--- src/rtl/bk_accumulator_pkg.sv ---
// Shared types and constants for the bk_accumulator slice.
package bk_accumulator_pkg;

    localparam int unsigned DATA_W = 32;

    typedef enum logic [1:0] {
        IDLE,
        ACCUM,
        DONE
    } state_t;

    // Unsigned carry-out of an add, recovered from the operand and sum MSBs.
    function automatic logic add_cout(input logic a31, input logic b31, input logic s31);
        return (a31 & b31) | ((a31 ^ b31) & ~s31);
    endfunction

endpackage

--- src/rtl/bk_accumulator_if.sv ---
// Operand stream in, result stream out, grouped as one bus.
interface bk_accumulator_if
    import bk_accumulator_pkg::*;
#(
    parameter int unsigned CNT_W = 5
);

    logic              s_valid;
    logic              s_ready;
    logic [DATA_W-1:0] s_data;
    logic              s_last;
    logic              m_valid;
    logic              m_ready;
    logic [DATA_W-1:0] m_sum;
    logic              m_carry;
    logic              m_trunc;
    logic [CNT_W-1:0]  m_count;

    modport master (
        output s_valid, s_data, s_last, m_ready,
        input  s_ready, m_valid, m_sum, m_carry, m_trunc, m_count
    );

    modport slave (
        input  s_valid, s_data, s_last, m_ready,
        output s_ready, m_valid, m_sum, m_carry, m_trunc, m_count
    );

endinterface

--- src/rtl/bk_accumulator_bk.sv ---
// BK: purely combinational 32-bit Brent-Kung prefix adder, no carry-in.
module bk_accumulator_bk
    import bk_accumulator_pkg::*;
(
    input  logic [DATA_W-1:0] a,
    input  logic [DATA_W-1:0] b,
    output logic [DATA_W-1:0] sum
);

    localparam int unsigned LVLS = $clog2(DATA_W);

    logic [DATA_W-1:0] p;
    logic [DATA_W-1:0] g;
    logic [DATA_W-1:0] pp;
    logic [DATA_W-1:0] gg;

    assign p = a ^ b;
    assign g = a & b;

    // Up-sweep builds power-of-two group (G,P); down-sweep fills the remaining prefixes.
    always_comb begin
        gg = g;
        pp = p;
        for (int unsigned l = 0; l < LVLS; l++) begin
            for (int unsigned i = (2 << l) - 1; i < DATA_W; i += (2 << l)) begin
                gg[i] = gg[i] | (pp[i] & gg[i - (1 << l)]);
                pp[i] = pp[i] & pp[i - (1 << l)];
            end
        end
        for (int unsigned k = 0; k < LVLS - 1; k++) begin
            for (int unsigned i = 3 * (1 << (LVLS - 2 - k)) - 1; i < DATA_W;
                 i += (2 << (LVLS - 2 - k))) begin
                gg[i] = gg[i] | (pp[i] & gg[i - (1 << (LVLS - 2 - k))]);
            end
        end
    end

    assign sum = p ^ {gg[DATA_W-2:0], 1'b0};

endmodule

--- src/rtl/bk_accumulator.sv ---
// Packet accumulator: sums a valid/ready operand stream through BK and
// returns sum, sticky carry, truncation flag and operand count per packet.
module bk_accumulator
    import bk_accumulator_pkg::*;
#(
    parameter int unsigned MAX_OPS = 16
)(
    input  logic            clk,
    input  logic            rst,
    input  logic            clr,
    bk_accumulator_if.slave bus
);

    localparam int unsigned CNT_W = $clog2(MAX_OPS + 1);

    state_t            state;
    state_t            state_nxt;
    logic              rdy_q;
    logic [DATA_W-1:0] acc;
    logic [DATA_W-1:0] bk_sum;
    logic              carry;
    logic              cout;
    logic [CNT_W-1:0]  count;
    logic [CNT_W-1:0]  cnt_inc;
    logic              accept;
    logic              pkt_end;
    logic [DATA_W-1:0] m_sum_q;
    logic              m_carry_q;
    logic              m_trunc_q;
    logic [CNT_W-1:0]  m_count_q;

    bk_accumulator_bk bk (
        .a   (acc),
        .b   (bus.s_data),
        .sum (bk_sum)
    );

    assign cout    = add_cout(acc[DATA_W-1], bus.s_data[DATA_W-1], bk_sum[DATA_W-1]);
    assign accept  = bus.s_valid & rdy_q & ~clr;
    assign cnt_inc = count + CNT_W'(1);
    assign pkt_end = bus.s_last | (cnt_inc == CNT_W'(MAX_OPS));

    assign bus.s_ready = rdy_q;
    assign bus.m_valid = (state == DONE);
    assign bus.m_sum   = m_sum_q;
    assign bus.m_carry = m_carry_q;
    assign bus.m_trunc = m_trunc_q;
    assign bus.m_count = m_count_q;

    always_comb begin
        state_nxt = state;
        case (state)
            IDLE, ACCUM: if (accept) state_nxt = pkt_end ? DONE : ACCUM;
            DONE:        if (bus.m_ready) state_nxt = IDLE;
            default:     state_nxt = IDLE;
        endcase
        if (clr) state_nxt = IDLE;
    end

    // Ready is registered so it stays low while reset is asserted.
    always_ff @(posedge clk or posedge rst) begin
        if (rst) begin
            state <= IDLE;
            rdy_q <= 1'b0;
        end else begin
            state <= state_nxt;
            rdy_q <= (state_nxt != DONE);
        end
    end

    always_ff @(posedge clk or posedge rst) begin
        if (rst) begin
            acc       <= '0;
            carry     <= 1'b0;
            count     <= '0;
            m_sum_q   <= '0;
            m_carry_q <= 1'b0;
            m_trunc_q <= 1'b0;
            m_count_q <= '0;
        end else if (clr) begin
            acc   <= '0;
            carry <= 1'b0;
            count <= '0;
        end else if (state == DONE) begin
            if (bus.m_ready) begin
                acc   <= '0;
                carry <= 1'b0;
                count <= '0;
            end
        end else if (accept) begin
            acc   <= bk_sum;
            carry <= carry | cout;
            count <= cnt_inc;
            if (pkt_end) begin
                m_sum_q   <= bk_sum;
                m_carry_q <= carry | cout;
                m_count_q <= cnt_inc;
                m_trunc_q <= ~bus.s_last;
            end
        end
    end

endmodule
--- src/flat_wrapper.sv ---
// flat-port wrapper written by rule: the top's interface ports become plain ports
module bk_accumulator_flat import bk_accumulator_pkg::*;
#(
    parameter int unsigned MAX_OPS = 16
)
  (clk, rst, clr, bus_s_valid, bus_s_data, bus_s_last, bus_m_ready, bus_s_ready, bus_m_valid, bus_m_sum, bus_m_carry, bus_m_trunc, bus_m_count);
  bk_accumulator_if bus_i ();
  input  logic clk;
  input  logic rst;
  input  logic clr;
  input wire logic [$bits(bus_i.s_valid)-1:0] bus_s_valid;
  input wire logic [$bits(bus_i.s_data)-1:0] bus_s_data;
  input wire logic [$bits(bus_i.s_last)-1:0] bus_s_last;
  input wire logic [$bits(bus_i.m_ready)-1:0] bus_m_ready;
  output wire logic [$bits(bus_i.s_ready)-1:0] bus_s_ready;
  output wire logic [$bits(bus_i.m_valid)-1:0] bus_m_valid;
  output wire logic [$bits(bus_i.m_sum)-1:0] bus_m_sum;
  output wire logic [$bits(bus_i.m_carry)-1:0] bus_m_carry;
  output wire logic [$bits(bus_i.m_trunc)-1:0] bus_m_trunc;
  output wire logic [$bits(bus_i.m_count)-1:0] bus_m_count;
  assign bus_i.s_valid = bus_s_valid;
  assign bus_i.s_data = bus_s_data;
  assign bus_i.s_last = bus_s_last;
  assign bus_i.m_ready = bus_m_ready;
  assign bus_s_ready = bus_i.s_ready;
  assign bus_m_valid = bus_i.m_valid;
  assign bus_m_sum = bus_i.m_sum;
  assign bus_m_carry = bus_i.m_carry;
  assign bus_m_trunc = bus_i.m_trunc;
  assign bus_m_count = bus_i.m_count;
  bk_accumulator #(.MAX_OPS(MAX_OPS)) u_core (.clk(clk), .rst(rst), .clr(clr), .bus(bus_i));
endmodule
--- config.mk ---
export PLATFORM = sky130hd
export DESIGN_NAME = bk_accumulator_flat
export DESIGN_NICKNAME = d
export VERILOG_FILES = /design/src/rtl/bk_accumulator_pkg.sv /design/src/rtl/bk_accumulator_if.sv /design/src/rtl/bk_accumulator_bk.sv /design/src/rtl/bk_accumulator.sv /design/src/flat_wrapper.sv
export SDC_FILE = /design/constraint.sdc
export NUM_CORES = 1
export LEC_CHECK = 0
export BUFFER_PORTS_ARGS = -buffer_cell sky130_fd_sc_hd__buf_2
export CAP_MARGIN = 20
export CORE_MARGIN = 2
export CORE_UTILIZATION = 60
export CTS_BUF_LIST = sky130_fd_sc_hd__clkbuf_4 sky130_fd_sc_hd__clkbuf_8
export CTS_CLUSTER_DIAMETER = 50
export DETAILED_ROUTE_END_ITERATION = 16
export PLACE_DENSITY_LB_ADDON = 0.08
export SLEW_MARGIN = 20
export SYNTH_ARGS = -nofsm -noshare
export SYNTH_HDL_FRONTEND = slang
export SYNTH_SLANG_ARGS = --single-unit
--- constraint.sdc ---
create_clock -name clk -period 7.7 [get_ports clk]
set_clock_uncertainty 0.05 [all_clocks]
set_input_delay 1.54 -clock clk [delete_from_list [all_inputs] [get_ports clk]]
set_output_delay 1.54 -clock clk [all_outputs]
set_load 0.05 [all_outputs]
==> out/qor.yml <==
detailed_routing:
  ant_nets: 0
  firstDrtPassIters: 4
  vias: 3246
  drt_iter0_drc: 192
  drc: 0
  viasPerCell: 5.53
  wl_mm: 8.88
  wl_per_cell_um: 15.1
floorplan:
  coreArea_mm2: 0.00718
  die_w_um: 89.8
  initial_utilization_pct: 61.6
  dieArea_mm2: 0.00807
  rows: 31
  die_h_um: 89.8
  pin_count: 79
synthesis:
  ys_top_cells_by_area: "dfrtp_1 (45%), ha_1 (8.8%), fa_1 (7.7%)"
  synth-xor-area-share_pct: 3.37
  synth_compound_area_share_pct: 17.6
  muxShareOfSynthArea_pct: 5.07
  synth.avg_cell_area_um2: 10.8
  synth-simple-area-share_pct: 7.19
  syn_nets: 494
  synth_area_mm2: 0.00442
  ys_seq_elements: 80
  synthDistinctLibCells: 37
  synth_top_family_by_area: "compound AO/OA/AOI/OAI gates"
  yosys.area_share.adder_pct: 16.5
  seq_area_frac_synth_pct: 45.3
  synth_top_area_share_pct: 45.3
  synth_warnings: 0
  postSynthCellCount: 408
  synth_area_leader_cell: "dfrtp_1"
pwr:
  ir_drop_mv: 0.196
  pwr_density_cell_mw_per_mm2: 310
  power.leakage_nw: 2.44
  power.total_mw: 1.58
timing:
  finalCritPeriodShare_pct: 60.0
  whs_ns: 0.402
  hold_violations: 0
  setup_tns_ns: 0
  fin_ws_ns: 3.08
  drv_slew: 0
  setup_viol: 0
  rsz0062_at_grt: "no"
  fin_crit_ns: 4.62
  slew_headroom_pct: 33.0
  tightest_slew_ns: 1.00
  fmax_mhz: 216
final_layout:
  final_cell_area_mm2: 0.00511
  diodes: 0
  instances_no_fill: 587
  nNetsFinal: 570
  drive_above_1_share_pct: 25.4
  area_growth_pct: 15.5
  utilization_pct: 71.2
setup_path:
  cp_data_arrival_time_ns: 4.83
  critPathLaunchType: "input pin"
  critPathMaxFanout: 3
  crit_required_ns: 7.91
  crit_path_end_kind: "flop"
  crit_type: "input pin to flop"
clocking:
  cts_max_level: 3
  cts_resized: 0
  cts_hold_buf: 0
  root_buffer: "clkbuf_8"
  cts_buffers: 9
  clock-sinks: 80
  cts_setup_buffers: 0
  cts_tree: "built"
  clk_path_buf_depth: 2
  clk_pin_slew_ns: 0.08
  clk_latency_ns: 0.35
min_path:
  hold_path.class: "flop to flop"
placement:
  io_buffers: 78
  dpl_cell_area_mm2: 0.00491
  dp_hpwl_mm: 6.20
  place_congestion: 0.832
  placed_cells: 572
  pre_cts_ws_ns: 2.70
grt:
  grt_pass1_wl_mm: 15.5
  grt_usage_pct: 23.9
  grt_max_degree: 81
  antenna_found_initial: 0
  grt_pass1_vias: 3316
  overflow: 0
outcome:
  outcome: "complete, no violations"
run:
  drv_cap: 0
==> registers in the layout, summed over array words and instances, names as in the netlist <==
name	flops
u_core.count	5
u_core.state	2
u_core.bus.m_carry	1
u_core.carry	1
u_core.acc	32
u_core.bus.m_sum	32
u_core.bus.m_trunc	1
u_core.bus.s_ready	1
u_core.bus.m_count	5
==> report_power, final <==
| part | internal, mW | switching (mW) |
|---|---|---|
| clock | 0.152 | 0.153 |
| combinational | 0.211 | 0.483 |
| sequential | 0.524 | 0.0572 |
==> worst paths after layout <==
kind                                  from                   end  slack (ns)  cells after the start
min reg2reg                u_core.state[1]       u_core.state[0]        0.40                      1
min in group asynchronous              rst  u_core.bus.m_sum[11]        1.31                      3
min                        u_core.state[1]       u_core.state[0]        0.40                      1
max in group asynchronous              rst  u_core.bus.m_sum[16]        5.79                      3
max                          bus_s_data[0]  u_core.bus.m_sum[31]        3.08                     14
max reg2reg                  u_core.acc[0]  u_core.bus.m_sum[31]        3.97                     13
==> cell families (layout without fill, tap and decap cells) <==
family                   Yosys count  count (layout)
AO/OA/AOI/OAI                    121             121
AND/OR/NAND/NOR                   66              66
XOR/XNOR                          17              17
multiplexers                      20              20
flip-flops                        80              80
buffers and inverters             56             136
adder cells (fa/ha/maj)           48              48
==> layout by cell type (no fill, tap or decap), drive strengths merged, types with 4 or more instances in the layout <==
master / Yosys / routed
inv: 39 / 39
nand2: 29 / 29
dfrtp: 80 / 80
nor3: 4 / 4
nor2b: 4 / 4
buf: 3 / 82
fa: 17 / 17
xnor2: 15 / 15
mux2: 19 / 19
nand2b: 8 / 8
o31ai: 23 / 23
o21ai: 50 / 50
ha: 31 / 31
a22o: 15 / 15
clkbuf: 14 / 10
nand3: 8 / 8
nor2: 7 / 7
a21oi: 17 / 17
o21a: 4 / 4
==> synthesized netlist by cell type <==
cell and instances:
mux2_2 19, a2bb2oi_2 1, mux2i_1 1, a21oi_4 1, nand2b_1 8, a21o_1 3, xnor2_1 15, nor2_1 6
o21a_1 4, and4_1 1, and3_1 1, inv_1 39, a31o_2 1, and2_1 3, o211ai_1 2, a21oi_1 16
a221oi_1 1, buf_2 2, xor2_1 2, ha_1 31, nand3_1 8, nand4_1 1, o21ai_0 49, dfrtp_1 80
a211oi_1 2, o21bai_1 1, o21ai_1 1, nand2_1 29, clkbuf_1 14, a22o_1 15, nor3_1 4, fa_1 17
a31oi_1 1, nor2_4 1, o31ai_1 23, buf_6 1, nor2b_1 4
==> layer usage <==
layer | wire length [um] | GRT usage (%)
met1 | 4290 | 33.1
met4 | 129 | 9.36
met2 | 4120 | 38.5
met3 | 335 | 3.69
met5 | 0 | 0
==> worst max-delay path: stages <==
cell and delay (ns):
buf_2 0.08, ha_1 0.13, inv_1 0.05, fa_1 0.43, nand2b_1 0.18, a21oi_1 0.15, o21ai_0 0.15, o21a_1 0.25
a2bb2oi_2 0.20, o31ai_1 0.32, a211oi_1 0.16, fa_1 0.43, fa_1 0.48, o31ai_1 0.27
==> area by class of cell <==
type	instances	area, um^2
Fill cell	556	2070
Timing Repair Buffer	82	424
Clock inverter	5	56.3
Inverter	39	148
Sequential cell	80	2000
Multi-Input combinational cell	272	2220
Clock buffer	10	131
Tap cell	99	124
(Power assumes the default switching activity.)
